`src/rtl/definitions_pkg.sv`:
```
// Shared opcode, state and datapath-select encodings for the multicycle RV32I core.
// state_ctrl() maps each sequencer state to its state-only datapath selects.
package definitions_pkg;

    typedef enum logic [6:0] {
        OP_LOAD   = 7'b0000011,
        OP_STORE  = 7'b0100011,
        OP_R      = 7'b0110011,
        OP_I      = 7'b0010011,
        OP_BRANCH = 7'b1100011,
        OP_JAL    = 7'b1101111,
        OP_JALR   = 7'b1100111,
        OP_LUI    = 7'b0110111,
        OP_AUIPC  = 7'b0010111
    } opcode_e;

    typedef enum logic [3:0] {
        S_FETCH,
        S_DECODE,
        S_MEMADR,
        S_MEMREAD,
        S_MEMWB,
        S_MEMWRITE,
        S_EXEC_R,
        S_EXEC_I,
        S_UPIMM,
        S_ALUWB,
        S_JAL,
        S_JALR,
        S_LINK,
        S_BRANCH,
        S_TRAP
    } state_e;

    typedef enum logic [1:0] {
        SRCA_PC    = 2'b00,
        SRCA_OLDPC = 2'b01,
        SRCA_RS1   = 2'b10,
        SRCA_ZERO  = 2'b11
    } alu_src_a_e;

    typedef enum logic [1:0] {
        SRCB_RS2  = 2'b00,
        SRCB_IMM  = 2'b01,
        SRCB_FOUR = 2'b10
    } alu_src_b_e;

    typedef enum logic [1:0] {
        ALUOP_ADD   = 2'b00,
        ALUOP_SUB   = 2'b01,
        ALUOP_FUNCT = 2'b10
    } alu_op_e;

    typedef enum logic [1:0] {
        RES_ALUOUT = 2'b00,
        RES_DATA   = 2'b01,
        RES_ALU    = 2'b10
    } result_src_e;

    typedef struct packed {
        logic        mem_req;
        logic        mem_write;
        logic        adr_src;
        logic        reg_write;
        logic        branch;
        alu_src_a_e  src_a;
        alu_src_b_e  src_b;
        alu_op_e     alu_op;
        result_src_e result_src;
    } ctrl_t;

    // The opcode only matters for UPIMM, where LUI adds to zero and AUIPC to the old PC.
    function automatic ctrl_t state_ctrl(input state_e st, input opcode_e op);
        ctrl_t c;
        c = '0;
        case (st)
            S_FETCH: begin
                c.mem_req    = 1'b1;
                c.src_a      = SRCA_PC;
                c.src_b      = SRCB_FOUR;
                c.result_src = RES_ALU;
            end
            S_DECODE: begin
                c.src_a = SRCA_OLDPC;
                c.src_b = SRCB_IMM;
            end
            S_MEMADR: begin
                c.src_a = SRCA_RS1;
                c.src_b = SRCB_IMM;
            end
            S_MEMREAD: begin
                c.mem_req = 1'b1;
                c.adr_src = 1'b1;
            end
            S_MEMWB: begin
                c.result_src = RES_DATA;
                c.reg_write  = 1'b1;
            end
            S_MEMWRITE: begin
                c.mem_req   = 1'b1;
                c.mem_write = 1'b1;
                c.adr_src   = 1'b1;
            end
            S_EXEC_R: begin
                c.src_a  = SRCA_RS1;
                c.src_b  = SRCB_RS2;
                c.alu_op = ALUOP_FUNCT;
            end
            S_EXEC_I: begin
                c.src_a  = SRCA_RS1;
                c.src_b  = SRCB_IMM;
                c.alu_op = ALUOP_FUNCT;
            end
            S_UPIMM: begin
                c.src_a = (op == OP_LUI) ? SRCA_ZERO : SRCA_OLDPC;
                c.src_b = SRCB_IMM;
            end
            S_ALUWB: begin
                c.result_src = RES_ALUOUT;
                c.reg_write  = 1'b1;
            end
            S_JAL: begin
                c.src_a      = SRCA_OLDPC;
                c.src_b      = SRCB_FOUR;
                c.result_src = RES_ALUOUT;
            end
            S_JALR: begin
                c.src_a      = SRCA_RS1;
                c.src_b      = SRCB_IMM;
                c.result_src = RES_ALU;
            end
            S_LINK: begin
                c.src_a      = SRCA_OLDPC;
                c.src_b      = SRCB_FOUR;
                c.result_src = RES_ALU;
                c.reg_write  = 1'b1;
            end
            S_BRANCH: begin
                c.src_a      = SRCA_RS1;
                c.src_b      = SRCB_RS2;
                c.alu_op     = ALUOP_SUB;
                c.result_src = RES_ALUOUT;
                c.branch     = 1'b1;
            end
            default: c = '0;
        endcase
        return c;
    endfunction

endpackage

```
`src/rtl/mc_control_fsm_branch_resolve.sv`:
```
// Branch-taken decision from funct3 and the ALU compare flags.
// The signed/unsigned distinction is already folded into less_than_i by the ALU.
module branch_resolve (
    input  logic [2:0] funct3_i,
    input  logic       zero_i,
    input  logic       less_than_i,
    output logic       taken_o
);

    always_comb begin
        taken_o = 1'b0;
        case (funct3_i)
            3'b000:          taken_o = zero_i;
            3'b001:          taken_o = !zero_i;
            3'b100, 3'b110:  taken_o = less_than_i;
            3'b101, 3'b111:  taken_o = !less_than_i;
            default:         taken_o = 1'b0;
        endcase
    end

endmodule

```
`src/rtl/mc_control_fsm.sv`:
```
// Multicycle control sequencer: walks each instruction through fetch/decode/execute/
// memory/writeback, stalls on mem_ready_i, traps illegal opcodes and counts retirements.
module mc_control_fsm
    import definitions_pkg::*;
#(
    parameter int CNT_W = 32
) (
    input  logic             clk_i,
    input  logic             rst_ni,
    input  opcode_e          op_i,
    input  logic [2:0]       funct3_i,
    input  logic             zero_i,
    input  logic             less_than_i,
    input  logic             mem_ready_i,
    output logic             mem_req_o,
    output logic             mem_write_o,
    output logic             adr_src_o,
    output logic             ir_write_o,
    output logic             pc_write_o,
    output logic             reg_write_o,
    output logic [1:0]       alu_src_a_o,
    output logic [1:0]       alu_src_b_o,
    output logic [1:0]       alu_op_o,
    output logic [1:0]       result_src_o,
    output logic             branch_o,
    output logic             illegal_o,
    output logic [CNT_W-1:0] instret_o,
    output state_e           state_o
);

    localparam logic [CNT_W-1:0] CNT_ONE = {{(CNT_W-1){1'b0}}, 1'b1};

    state_e           state_q, state_d;
    ctrl_t            ctrl_q;
    logic             illegal_q;
    logic [CNT_W-1:0] instret_q;
    logic             taken;
    logic             retire;

    branch_resolve u_branch_resolve (
        .funct3_i    (funct3_i),
        .zero_i      (zero_i),
        .less_than_i (less_than_i),
        .taken_o     (taken)
    );

    always_comb begin
        state_d = state_q;
        case (state_q)
            S_FETCH:    if (mem_ready_i) state_d = S_DECODE;
            S_DECODE: begin
                case (op_i)
                    OP_LOAD, OP_STORE: state_d = S_MEMADR;
                    OP_R:              state_d = S_EXEC_R;
                    OP_I:              state_d = S_EXEC_I;
                    OP_BRANCH:         state_d = S_BRANCH;
                    OP_JAL:            state_d = S_JAL;
                    OP_JALR:           state_d = S_JALR;
                    OP_LUI, OP_AUIPC:  state_d = S_UPIMM;
                    default:           state_d = S_TRAP;
                endcase
            end
            S_MEMADR:   state_d = (op_i == OP_LOAD) ? S_MEMREAD : S_MEMWRITE;
            S_MEMREAD:  if (mem_ready_i) state_d = S_MEMWB;
            S_MEMWRITE: if (mem_ready_i) state_d = S_FETCH;
            S_EXEC_R, S_EXEC_I, S_UPIMM, S_JAL: state_d = S_ALUWB;
            S_JALR:     state_d = S_LINK;
            S_MEMWB, S_ALUWB, S_LINK, S_BRANCH: state_d = S_FETCH;
            S_TRAP:     state_d = S_TRAP;
            default:    state_d = S_FETCH;
        endcase
    end

    // Every path back into FETCH ends an instruction; TRAP never returns there.
    assign retire = (state_d == S_FETCH) && (state_q != S_FETCH);

    // Selects are precomputed from the next state so they come straight out of flops.
    always_ff @(posedge clk_i or negedge rst_ni) begin
        if (!rst_ni) begin
            state_q   <= S_FETCH;
            ctrl_q    <= state_ctrl(S_FETCH, OP_LOAD);
            illegal_q <= 1'b0;
            instret_q <= '0;
        end else begin
            state_q <= state_d;
            ctrl_q  <= state_ctrl(state_d, op_i);
            if (state_d == S_TRAP) begin
                illegal_q <= 1'b1;
            end
            if (retire) begin
                instret_q <= instret_q + CNT_ONE;
            end
        end
    end

    // Strobes that would start a memory or PC/IR update are held off during reset.
    assign mem_req_o  = ctrl_q.mem_req & rst_ni;
    assign ir_write_o = rst_ni & (state_q == S_FETCH) & mem_ready_i;
    assign pc_write_o = rst_ni & (((state_q == S_FETCH) & mem_ready_i)
                                  | (state_q == S_JAL)
                                  | (state_q == S_JALR)
                                  | ((state_q == S_BRANCH) & taken));

    assign mem_write_o  = ctrl_q.mem_write;
    assign adr_src_o    = ctrl_q.adr_src;
    assign reg_write_o  = ctrl_q.reg_write;
    assign branch_o     = ctrl_q.branch;
    assign alu_src_a_o  = ctrl_q.src_a;
    assign alu_src_b_o  = ctrl_q.src_b;
    assign alu_op_o     = ctrl_q.alu_op;
    assign result_src_o = ctrl_q.result_src;
    assign illegal_o    = illegal_q;
    assign instret_o    = instret_q;
    assign state_o      = state_q;

endmodule

```
`config.mk`:
```
export PLATFORM = sky130hd
export DESIGN_NAME = mc_control_fsm
export DESIGN_NICKNAME = d
export VERILOG_FILES = /design/src/rtl/definitions_pkg.sv /design/src/rtl/mc_control_fsm_branch_resolve.sv /design/src/rtl/mc_control_fsm.sv
export SDC_FILE = /design/constraint.sdc
export NUM_CORES = 1
export LEC_CHECK = 0
export ABC_AREA = 1
export CAP_MARGIN = 20
export CORE_AREA = 2 2 78 99
export DETAILED_ROUTE_END_ITERATION = 10
export DIE_AREA = 0 0 80 101
export PLACE_DENSITY_LB_ADDON = 0.1
export SETUP_SLACK_MARGIN = 0.1
export SLEW_MARGIN = 40
export SYNTH_ARGS = -nofsm -noshare
export SYNTH_HDL_FRONTEND = slang
export SYNTH_HIERARCHICAL = 1
export SYNTH_SLANG_ARGS = --single-unit
```
`constraint.sdc`:
```
create_clock -name clk_i -period 4.46 [get_ports clk_i]
set_input_delay 0.669 -clock clk_i [delete_from_list [all_inputs] [get_ports clk_i]]
set_output_delay 0.669 -clock clk_i [all_outputs]
set_load 0.05 [all_outputs]
```
==> impl_results.html <==
<table>
<tr><th>Metric</th><th>Value</th></tr>
<tr><th colspan="2">Critical path</th></tr>
<tr><td>Cell chain of the critical path</td><td>clkdlybuf4s50_1, inv_1, nand2_1, nand3_1, nand2_1, nand4_1, a31oi_1, clkdlybuf4s50_1</td></tr>
<tr><td>CP peak stage delay</td><td>0.82 ns</td></tr>
<tr><td>Req. time, crit path</td><td>3.79 ns</td></tr>
<tr><td>Data arrival time of the worst path</td><td>2.50 ns</td></tr>
<tr><td>CP delay by family, top</td><td>buffers and inverters</td></tr>
<tr><td>Critical path's slowest cell</td><td>sky130_fd_sc_hd__clkdlybuf4s50_1</td></tr>
<tr><td>Category of the critical setup timing path</td><td>in -&gt; out</td></tr>
<tr><td>Worst Setup Start Kind</td><td>primary input</td></tr>
<tr><td>CP Capture Type</td><td>output pin</td></tr>
<tr><td>Count of buffer and inverter cells on the critical path</td><td>3</td></tr>
<tr><td>Worst-path fanout max</td><td>3</td></tr>
<tr><th colspan="2">Die</th></tr>
<tr><td>Area of the placeable core</td><td>7180 um2</td></tr>
<tr><td>Effective utilization at floorplan</td><td>43.9%</td></tr>
<tr><td>Number of placed I/O pins</td><td>between 60 and 70</td></tr>
<tr><td>DIE HEIGHT</td><td>101 um</td></tr>
<tr><td>Die Width</td><td>80 um</td></tr>
<tr><td>Number of placement rows</td><td>35</td></tr>
<tr><td>Die outline area</td><td>8080 um2</td></tr>
<tr><th colspan="2">Global route</th></tr>
<tr><td>Number of antenna violations at the first check in global routing</td><td>0</td></tr>
<tr><td>Global route hottest layer</td><td>met2</td></tr>
<tr><td>All-Layer GR Usage</td><td>19.6%</td></tr>
<tr><td>Met2 Resource Use GR</td><td>36.2%</td></tr>
<tr><td>Via count of the first global-routing pass</td><td>2734</td></tr>
<tr><td>Met1 Usage GRT</td><td>approximately 22%</td></tr>
<tr><td>Wire length of the first global-routing pass</td><td>12500 um</td></tr>
<tr><td>Pin count of the biggest net entering global routing</td><td>39</td></tr>
<tr><td>Residual overflow from global routing</td><td>0</td></tr>
<tr><td>Global-route track usage on met3</td><td>2.78%</td></tr>
<tr><th colspan="2">Synthesis</th></tr>
<tr><td>Post-synthesis compound-gate area fraction</td><td>3.06%</td></tr>
<tr><td>Syn Nets</td><td>457</td></tr>
<tr><td>Mean instance size in the synthesized netlist</td><td>~7 um2</td></tr>
<tr><td>Count of cell types in the netlist</td><td>31</td></tr>
<tr><td>Share of synthesized cell area in full adder, half adder and majority cells</td><td>less than 1%</td></tr>
<tr><td>Number of warnings printed during yosys synthesis</td><td>6</td></tr>
<tr><td>Share of synthesized registers carrying an async set or reset</td><td>100%</td></tr>
<tr><td>Number of synthesized register bits</td><td>50</td></tr>
<tr><td>Sequential cell area fraction in the yosys report</td><td>between 30% and 40%</td></tr>
<tr><td>Xor/xnor cell area share of the yosys netlist</td><td>~8.3%</td></tr>
<tr><td>Dominant combinational cell family by area after synthesis</td><td>simple AND/OR/NAND/NOR gates</td></tr>
<tr><td>Flip-flop cell with the highest count after synthesis</td><td>sky130_fd_sc_hd__dfrtp_1</td></tr>
<tr><td>Mapped Cells</td><td>roughly 440</td></tr>
<tr><td>EDFF count, synth</td><td>0</td></tr>
<tr><td>Portion of netlist area occupied by mux cells</td><td>0%</td></tr>
<tr><td>Area share of and/or/nand/nor cells after synthesis</td><td>a little under 40%</td></tr>
<tr><td>Netlist area before placement</td><td>3150 um2</td></tr>
<tr><th colspan="2">Detailed routing</th></tr>
<tr><td>Routed len/inst</td><td>12.7 um</td></tr>
<tr><td>Number of iterations in the first detailed-routing pass</td><td>4</td></tr>
<tr><td>DRC violations left</td><td>0</td></tr>
<tr><td>Number of vias per cell</td><td>just under 5</td></tr>
<tr><td>Routed WL</td><td>7570 um</td></tr>
<tr><td>Initial DRC Count</td><td>90</td></tr>
<tr><td>Vias</td><td>roughly 2900</td></tr>
<tr><td>Post-route ant nets</td><td>0</td></tr>
<tr><th colspan="2">Place</th></tr>
<tr><td>Global placement routability congestion</td><td>between 0.9 and 1</td></tr>
<tr><td>Worst Setup Slack post-DPL</td><td>1.29 ns</td></tr>
<tr><td>Number of port buffers</td><td>66</td></tr>
<tr><td>Half-perimeter wire length after placement</td><td>5940 um</td></tr>
<tr><th colspan="2">Pwr</th></tr>
<tr><td>Cell-internal power</td><td>962 uW</td></tr>
<tr><td>Worst-case vdd ir drop</td><td>roughly 0.4 mV</td></tr>
<tr><td>Total net switching power</td><td>a little over 1 mW</td></tr>
<tr><td>Clock share of power</td><td>14.3%</td></tr>
<tr><td>Sequential share of power</td><td>30.8%</td></tr>
<tr><td>Combinational share of power</td><td>around 55%</td></tr>
<tr><td>Power Density</td><td>around 510 nW/um2</td></tr>
<tr><td>Cell leakage power</td><td>1.91 nW</td></tr>
<tr><td>Post-layout power</td><td>between 1.5 and 2 mW</td></tr>
<tr><td>Switching fraction of total power</td><td>51.3%</td></tr>
<tr><th colspan="2">Clock network</th></tr>
<tr><td>Maximum buffer depth of the clock tree</td><td>2</td></tr>
<tr><td>Clock slew seen by the registers of the worst setup and hold paths</td><td>0.10 ns</td></tr>
<tr><td>H-tree Lvls</td><td>2</td></tr>
<tr><td>Clock insertion delay at the later pin of the skew report</td><td>around 0.3 ns</td></tr>
<tr><td>Post-CTS Repair Setup Buffers</td><td>0</td></tr>
<tr><td>Clk sink count</td><td>50</td></tr>
<tr><td>Master cell of the clock root buffer</td><td>sky130_fd_sc_hd__clkbuf_8</td></tr>
<tr><td>CTS tree</td><td>yes</td></tr>
<tr><td>Cts hold-fix bufs</td><td>0</td></tr>
<tr><td>Total clock buffers created by CTS</td><td>5</td></tr>
<tr><td>Post_cts resized</td><td>0</td></tr>
<tr><th colspan="2">Status</th></tr>
<tr><td>Status</td><td>complete, no violations</td></tr>
<tr><th colspan="2">Timing</th></tr>
<tr><td>Summed negative setup slack over all endpoints</td><td>0 ns</td></tr>
<tr><td>Worst path setup slack after routing</td><td>1.29 ns</td></tr>
<tr><td>Maximum clock skew at final layout</td><td>0.00539 ns</td></tr>
<tr><td>Slew at the pin closest to its max-slew limit</td><td>0.636 ns</td></tr>
<tr><td>Number of setup violations in the final report</td><td>0</td></tr>
<tr><td>Top achievable clock speed</td><td>316 MHz</td></tr>
<tr><td>Unrepaired setup endpoints after global routing</td><td>false</td></tr>
<tr><td>Fin. max-slew vios</td><td>0</td></tr>
<tr><td>Worst-case hold slack</td><td>0.376 ns</td></tr>
<tr><td>Post-route minimum period</td><td>3.17 ns</td></tr>
<tr><td>Max_slew headroom</td><td>between 50% and 60%</td></tr>
<tr><td>Number of hold violations in the final report</td><td>0</td></tr>
<tr><td>Period utilisation layout</td><td>71.0%</td></tr>
<tr><th colspan="2">Final layout</th></tr>
<tr><td>Fraction of final layout cells with drive strength greater than 1</td><td>roughly 6.8%</td></tr>
<tr><td>Most frequent cells in the layout</td><td>sky130_fd_sc_hd__nand2_1 (172), sky130_fd_sc_hd__clkdlybuf4s50_1 (65), sky130_fd_sc_hd__dfrtp_1 (47), sky130_fd_sc_hd__inv_1 (45), sky130_fd_sc_hd__nor2_1 (41)</td></tr>
<tr><td>Net count, final</td><td>around 520</td></tr>
<tr><td>Most common cell after layout, fill and taps aside</td><td>sky130_fd_sc_hd__nand2_1</td></tr>
<tr><td>Count of fill cells added during filler insertion</td><td>749</td></tr>
<tr><td>Number of diodes added for antenna fixing</td><td>0</td></tr>
<tr><td>Layout-stage area growth over the synthesis result</td><td>24.0%</td></tr>
<tr><th colspan="2">Worst hold path</th></tr>
<tr><td>Min-Delay Path Class</td><td>in -&gt; async</td></tr>
<tr><th colspan="2">Flow run</th></tr>
<tr><td>Total of max-cap violations</td><td>0</td></tr>
</table>
[per-stage QoR]
stage / cells / cell area (um2) / util, %
floorplan: 441 / 3150 / -
global placement: 587 / 3810 / 53.1
detailed placement: 587 / 3810 / 53.1
CTS: 595 / 3910 / 54.4
global route: 595 / 3910 / 54.4
finish: 595 / 3910 / 54.4
[cells by family (layout without fill, tap and decap cells)]
family                   after synthesis  count (layout)
AO/OA/AOI/OAI                         14              14
adder cells (fa/ha/maj)                1               1
AND/OR/NAND/NOR                      283             283
flip-flops                            50              50
buffers and inverters                 63             125
XOR/XNOR                              30              30
[sequential cells by signal, summed over array words and instances (netlist names)]
name	cells
branch_o	1
result_src_o	2
alu_src_b_o	2
instret_o	32
state_o	4
reg_write_o	1
alu_src_a_o	2
mem_write_o	1
illegal_o	1
adr_src_o	1
alu_op_o	2
ctrl_q	1
[power groups by stage]
stage | Clock (mW) | Combinational [mW] | Sequential, mW
finish | 0.282 | 1.09 | 0.608
global route | 0.313 | 1.18 | 0.619
CTS | 0.298 | 1.09 | 0.609
detailed placement | 0 | 1.09 | 0.616
global placement | 0 | 1.09 | 0.619
floorplan | 0 | 0.741 | 0.772
[layer usage]
layer | share of wire (%) | wire length, um
met1 | 41 | 3120
met2 | 53 | 4010
met3 | 2.5 | 188
met4 | 3.3 | 248
met5 | 0 | 0
[Yosys cell counts (4+ instances only)]
cell                      number  area (um2)
sky130_fd_sc_hd__nand2_1     172         646
sky130_fd_sc_hd__dfrtp_1      47        1180
sky130_fd_sc_hd__inv_1        45         169
sky130_fd_sc_hd__nor2_1       41         154
sky130_fd_sc_hd__xor2_1       23         201
sky130_fd_sc_hd__nand3_1      21         105
sky130_fd_sc_hd__nor3_1       21         105
sky130_fd_sc_hd__buf_4         8        60.1
sky130_fd_sc_hd__nor4_1        8        50.1
sky130_fd_sc_hd__nand4_1       7        43.8
sky130_fd_sc_hd__xnor2_1       7        61.3
sky130_fd_sc_hd__buf_6         6        67.6
sky130_fd_sc_hd__nor2_2        5        31.3
sky130_fd_sc_hd__inv_2         4        15.0
sky130_fd_sc_hd__o21ai_0       4        20.0
[worst paths after layout]
kind                       slack (ns)                         to                   from  depth (start not counted)
setup / recovery                 1.29                 pc_write_o            funct3_i[0]                          8
hold / removal                   0.38   instret_o[5]$_DFFE_PN0P_                 rst_ni                          1
setup reg to reg                 1.97  instret_o[20]$_DFFE_PN0P_   state_o[3]$_DFF_PN0_                         12
hold reg to reg                  0.51      illegal_o$_DFFE_PN0N_  illegal_o$_DFFE_PN0N_                          1
max in group asynchronous        3.28   alu_src_b_o[1]$_DFF_PN1_                 rst_ni                          2
min in group clk_i               0.51      illegal_o$_DFFE_PN0N_  illegal_o$_DFFE_PN0N_                          1
[layout make-up]
cell class              count  area [um2]  area share, %
multi-input cells         328        1590           40.6
flip-flops and latches     50        1250           32.1
repair buffers             68         671           17.2
inverters                  49         184           4.71
well taps                  92         115           2.94
clock buffers               5        68.8           1.76
clock inverters             3        28.8          0.736
Note: power is estimated with default switching activity, not from simulation.
